File: src/rtl/router_pkg.sv
// router_pkg: shared FSM states, header field layout and defaults for the router packet source
package router_pkg;
  typedef enum logic [2:0] {IDLE, HEADER, PAYLOAD, PARITY, GAP} state_t;
  localparam int DATA_W_DEF = 8;
  localparam int HDR_ADDR_LSB = 0;
  localparam int HDR_LEN_LSB = 2;
  localparam logic [1:0] ADDR_ILLEGAL = 2'b11;
endpackage

File: src/rtl/router_parity_gen.sv
// router_parity_gen: running-XOR accumulator; ports clock/reset, load (priority), hold, en, din -> parity
module router_parity_gen
  import router_pkg::*;
#(
  parameter int DATA_W = DATA_W_DEF
) (
  input  logic              clock,
  input  logic              reset,
  input  logic              load,
  input  logic              en,
  input  logic              hold,
  input  logic [DATA_W-1:0] din,
  output logic [DATA_W-1:0] parity
);
  always_ff @(posedge clock)
    if (reset) parity <= '0;
    else if (load) parity <= din;
    else if (en && !hold) parity <= parity ^ din;
endmodule

File: src/rtl/router_pkt_tx.sv
// router_pkt_tx: command + payload stream in, router pkt_valid/data_out (header, payload, parity, gap) out, done/parity_err/underrun/cmd_drop status
module router_pkt_tx
  import router_pkg::*;
#(
  parameter int DATA_W = DATA_W_DEF,
  parameter int LEN_W  = 6,
  parameter int ADDR_W = 2,
  parameter int IPG    = 3
) (
  input  logic              clock,
  input  logic              reset,
  input  logic              cmd_valid,
  output logic              cmd_ready,
  input  logic [ADDR_W-1:0] cmd_addr,
  input  logic [LEN_W-1:0]  cmd_len,
  input  logic              cmd_inject,
  input  logic              pl_valid,
  input  logic [DATA_W-1:0] pl_data,
  output logic              pl_ready,
  input  logic              busy,
  input  logic              err,
  output logic              pkt_valid,
  output logic [DATA_W-1:0] data_out,
  output logic              done,
  output logic              parity_err,
  output logic              underrun,
  output logic              cmd_drop
);
  localparam int GAP_W = $clog2(IPG) + 1;
  state_t state, state_n;
  logic [LEN_W-1:0] cnt, cnt_n;
  logic [GAP_W-1:0] gap, gap_n;
  logic inject, inject_n, und, und_n, perr, perr_n, pv_n, drop_n;
  logic [DATA_W-1:0] data_n, hdr, pl_byte, parity;
  logic accept, legal, fetch, par_load;
  router_parity_gen #(.DATA_W(DATA_W)) u_par (
    .clock (clock),
    .reset (reset),
    .load  (par_load),
    .en    (fetch),
    .hold  (busy),
    .din   (par_load ? hdr : pl_byte),
    .parity(parity)
  );
  assign cmd_ready  = state == IDLE;
  assign accept     = cmd_valid && cmd_ready;
  assign legal      = cmd_addr != ADDR_W'(ADDR_ILLEGAL) && cmd_len != '0;
  assign par_load   = accept && legal;
  assign fetch      = (state == HEADER || state == PAYLOAD) && cnt != '0 && !busy;
  assign pl_ready   = fetch;
  assign pl_byte    = pl_valid ? pl_data : '0;
  // the final gap cycle also observes err live so a late router flag is not lost
  assign done       = state == GAP && gap == '0 && !busy;
  assign parity_err = done && (perr || err);
  assign underrun   = done && und;
  always_comb begin
    hdr = '0;
    hdr[HDR_ADDR_LSB +: ADDR_W] = cmd_addr;
    hdr[HDR_LEN_LSB +: LEN_W]   = cmd_len;
  end
  always_comb begin
    state_n  = state;
    cnt_n    = cnt;
    gap_n    = gap;
    inject_n = inject;
    data_n   = data_out;
    pv_n     = pkt_valid;
    und_n    = und;
    perr_n   = perr || ((state == PARITY || state == GAP) && err);
    drop_n   = accept && !legal;
    case (state)
      IDLE:
        if (par_load) begin
          state_n  = HEADER;
          cnt_n    = cmd_len;
          inject_n = cmd_inject;
          data_n   = hdr;
          pv_n     = 1'b1;
        end
      HEADER, PAYLOAD:
        if (fetch) begin
          state_n = PAYLOAD;
          cnt_n   = cnt - LEN_W'(1);
          data_n  = pl_byte;
          und_n   = und || !pl_valid;
        end else if (!busy && state == PAYLOAD) begin
          state_n = PARITY;
          data_n  = parity ^ DATA_W'(inject);
          pv_n    = 1'b0;
        end
      PARITY:
        if (!busy) begin
          state_n = GAP;
          data_n  = '0;
          gap_n   = GAP_W'(IPG - 1);
        end
      GAP:
        if (!busy) begin
          if (gap == '0) begin
            state_n = IDLE;
            und_n   = 1'b0;
            perr_n  = 1'b0;
          end else gap_n = gap - GAP_W'(1);
        end
      default: ;
    endcase
  end
  always_ff @(posedge clock)
    if (reset) begin
      state     <= IDLE;
      cnt       <= '0;
      gap       <= '0;
      inject    <= 1'b0;
      data_out  <= '0;
      pkt_valid <= 1'b0;
      und       <= 1'b0;
      perr      <= 1'b0;
      cmd_drop  <= 1'b0;
    end else begin
      state     <= state_n;
      cnt       <= cnt_n;
      gap       <= gap_n;
      inject    <= inject_n;
      data_out  <= data_n;
      pkt_valid <= pv_n;
      und       <= und_n;
      perr      <= perr_n;
      cmd_drop  <= drop_n;
    end
endmodule
File: config.mk
export PLATFORM = sky130hd
export DESIGN_NAME = router_pkt_tx
export DESIGN_NICKNAME = d
export VERILOG_FILES = /design/src/rtl/router_pkg.sv /design/src/rtl/router_parity_gen.sv /design/src/rtl/router_pkt_tx.sv
export SDC_FILE = /design/constraint.sdc
export NUM_CORES = 1
export LEC_CHECK = 0
export ABC_AREA = 1
export CAP_MARGIN = 20
export CELL_PAD_IN_SITES_DETAIL_PLACEMENT = 1
export CELL_PAD_IN_SITES_GLOBAL_PLACEMENT = 2
export CORE_ASPECT_RATIO = 1.75
export CORE_MARGIN = 8
export CORE_UTILIZATION = 29
export DETAILED_ROUTE_END_ITERATION = 10
export PLACE_DENSITY = 0.9
export SYNTH_ARGS = -nofsm -noshare
export SYNTH_HDL_FRONTEND = slang
export SYNTH_SLANG_ARGS = --single-unit
File: constraint.sdc
create_clock -name clock -period 2.7 [get_ports clock]
set_clock_uncertainty 0.05 [all_clocks]
set_input_delay 0.54 -clock clock [delete_from_list [all_inputs] [get_ports clock]]
set_output_delay 0.54 -clock clock [all_outputs]
set_load 0.005 [all_outputs]
==> results.json <==
{
  "post_drt_wl_per_cell_um": 14.8,
  "area_growth_pct": 32.5,
  "p_leak_nw": 1.13,
  "fillers": 844,
  "drt_pass1_iterations": 4,
  "slew_headroom_pct": 57.0,
  "boundaryPins": 38,
  "yosysWarnings": 0,
  "grt_pass1_vias": 2283,
  "ys_ff_latch": 33,
  "core_um2": 6490,
  "insertedDiodeCount": 0,
  "power.density_nw_per_um2": 1150,
  "fin_crit_sh_pct": 94.5,
  "yosysTopAreaCell": "dfxtp_1",
  "synth_top_cells_by_count": "nand2_1 (75), nor2_1 (50), dfxtp_1 (33)",
  "cts_buffers": 5,
  "synth_area_um2": 1940,
  "p_seq_share_pct": 26.2,
  "numPortBuffers": 37,
  "drv_slew": 0,
  "clock_sinks": 33,
  "tightest_slew_ns": 0.644,
  "cap_violations": 0,
  "wl_um": 6290,
  "syn-num-nets": 327,
  "switchingPower_mw": 1.32,
  "intPower_mw": 1.64,
  "final_antenna_net_count": 0,
  "grt_usage_pct": 14.1,
  "grt_pass1_wl_um": 10700,
  "synth.most_common_cell": "nand2_1",
  "hp-class": "reg -> reg",
  "num-nets-final": 370,
  "dr_total_vias": 2060,
  "ys_types": 28,
  "cp_data_arrival_time_ns": 1.96,
  "rows": 39,
  "htree_levels": 2,
  "vias_per_cell": 4.84,
  "die_h_um": 124,
  "hold_viol": 0,
  "synth_edf_count": 0,
  "swShare_pct": 44.6,
  "status": "completed",
  "fin_ws_ns": 0.149,
  "drcViolationCount": 0,
  "dp_hpwl_um": 5000,
  "setup_viol": 0,
  "drt_iter0_markers": 82,
  "grt_max_degree": 22,
  "cts_root_buf": "clkbuf_16",
  "die_w_um": 77.8,
  "overflow": 0,
  "async_flop_share_pct": 0,
  "clockBufferDepth": 2,
  "fmax_ghz": 0.392,
  "synth_flop_cell": "dfxtp_1",
  "placed_area_um2": 2430,
  "crit_fanout": 4,
  "syn_area_per_cell_um2": 6.45,
  "finish.instance_area_um2": 2560,
  "ys_seq_area_share_pct": 34.1,
  "pwr-share-clk_pct": 18.8,
  "synth_top_area_share_pct": 34.1,
  "critPathKind": "in -> out",
  "drive_above_1_share_pct": 8.14,
  "min_period_ns": 2.55,
  "post-route-util_pct": 39.5,
  "synth_area_leaders": "dfxtp_1 (34%), nand2_1 (15%), nor2_1 (9.7%), nand3_1 (6.7%), inv_1 (5.8%)",
  "irDropWorstVdd_mv": 0.465,
  "clkTransAtPathRegs_ns": 0.05,
  "die_area_um2": 9650,
  "setup_tns_ns": 0,
  "antenna_found_initial": 0,
  "clock_latency_ns": 0.28,
  "crit_required_ns": 2.11,
  "comb_power_share_pct": 55.0,
  "netlist_instances": 300,
  "pre_cts_slack_ns": 0.110,
  "initial_core_util_pct": 29.8,
  "rsz0062_at_grt": "false",
  "cts_tree": "yes",
  "end_kind": "primary output",
  "setup.worst_path.start_class": "primary input",
  "place_congestion": 0.773
}
==> per-stage QoR <==
step / power [mW] / instances / hold WS, ns
floorplan: 1.88 / 300 / 0.383
global placement: 2.40 / 418 / 0.399
detailed placement: 2.44 / 418 / 0.410
CTS: 3.01 / 426 / 0.419
global route: 3.24 / 426 / 0.451
finish: 2.95 / 426 / 0.412
==> kinds of logic (layout without fill, tap and decap cells) <==
logic type,after synthesis,after routing,share of synthesized area [%]
flops,33,33,34.1
simple gates,173,173,40.1
fa+ha+maj,4,4,2.59
buf+inv,44,88,9.24
compound gates,41,41,11.6
xor+xnor,5,5,2.26
==> final cells by class <==
cell class                 count  area (µm²)  share of cell area [%]
clock buffer                   8         136                    5.32
multi-input combinational    223        1100                    42.7
tap                           82         103                    4.00
inverter                      33         124                    4.83
sequential                    33         661                    25.8
timing repair buffer          47         445                    17.4
==> sequential cells by signal, summed over array words and instances, names as in the netlist <==
register      count
data_out          8
u_par.parity      8
cnt               6
gap               3
state             3
cmd_drop          1
inject            1
perr              1
pkt_valid         1
und               1
==> worst paths after layout <==
path | from | end | slack (ns) | cells after the start
max | busy | underrun | 0.15 | 7
min | gap[1] | gap[1] | 0.41 | 2
max reg2reg | cnt[0] | data_out[0] | 0.73 | 11
min reg2reg | gap[1] | gap[1] | 0.41 | 2
==> what timing repair did <==
action / CTS / global route
buffers inserted: 0 / 0
endpoints found under the setup margin: 0 / 2
hold buffers: 0 / 0
gates resized for setup: 0 / 1
hold endpoints to repair: 0 / 0
==> layout by cell type, fill, tap and decap left out, types with 10 or more instances in the layout <==
cell             instances
nand2_1                 75
nor2_1                  50
clkdlybuf4s50_1         37
dfxtp_1                 33
inv_1                   29
nand3_1                 26
o21ai_0                 15
a31oi_1                 12
a21oi_1                 10
buf_4                   10
==> layer usage <==
| layer | vias up | track usage (%) | share of wire (%) |
|---|---|---|---|
| met2 | 28 | 27.1 | 56 |
| met5 | - | 0 | 0 |
| met3 | 11 | 2.82 | 2.8 |
| met1 | 971 | 14.1 | 39 |
| li1 | 1050 | - | - |
| met4 | 0 | 6.53 | 2.6 |
==> power groups by stage <==
| stage | clock network [mW] | registers, mW | logic (mW) |
|---|---|---|---|
| 3_3_place_gp | 0 | 0.781 | 1.62 |
| 4_1_cts | 0.569 | 0.777 | 1.66 |
| 3_5_place_dp | 0 | 0.786 | 1.65 |
| 5_1_grt | 0.585 | 0.799 | 1.85 |
| 6_report | 0.554 | 0.774 | 1.62 |
| 2_1_floorplan | 0 | 0.768 | 1.12 |
==> worst max-delay path, stage by stage <==
cell and delay [ns]:
clkdlybuf4s50_1 0.45, inv_2 0.10, nand2_1 0.07, nor2_1 0.13
inv_1 0.07, nor2_1 0.10, clkdlybuf4s50_1 0.51
Power figures use the tool's default switching activity.
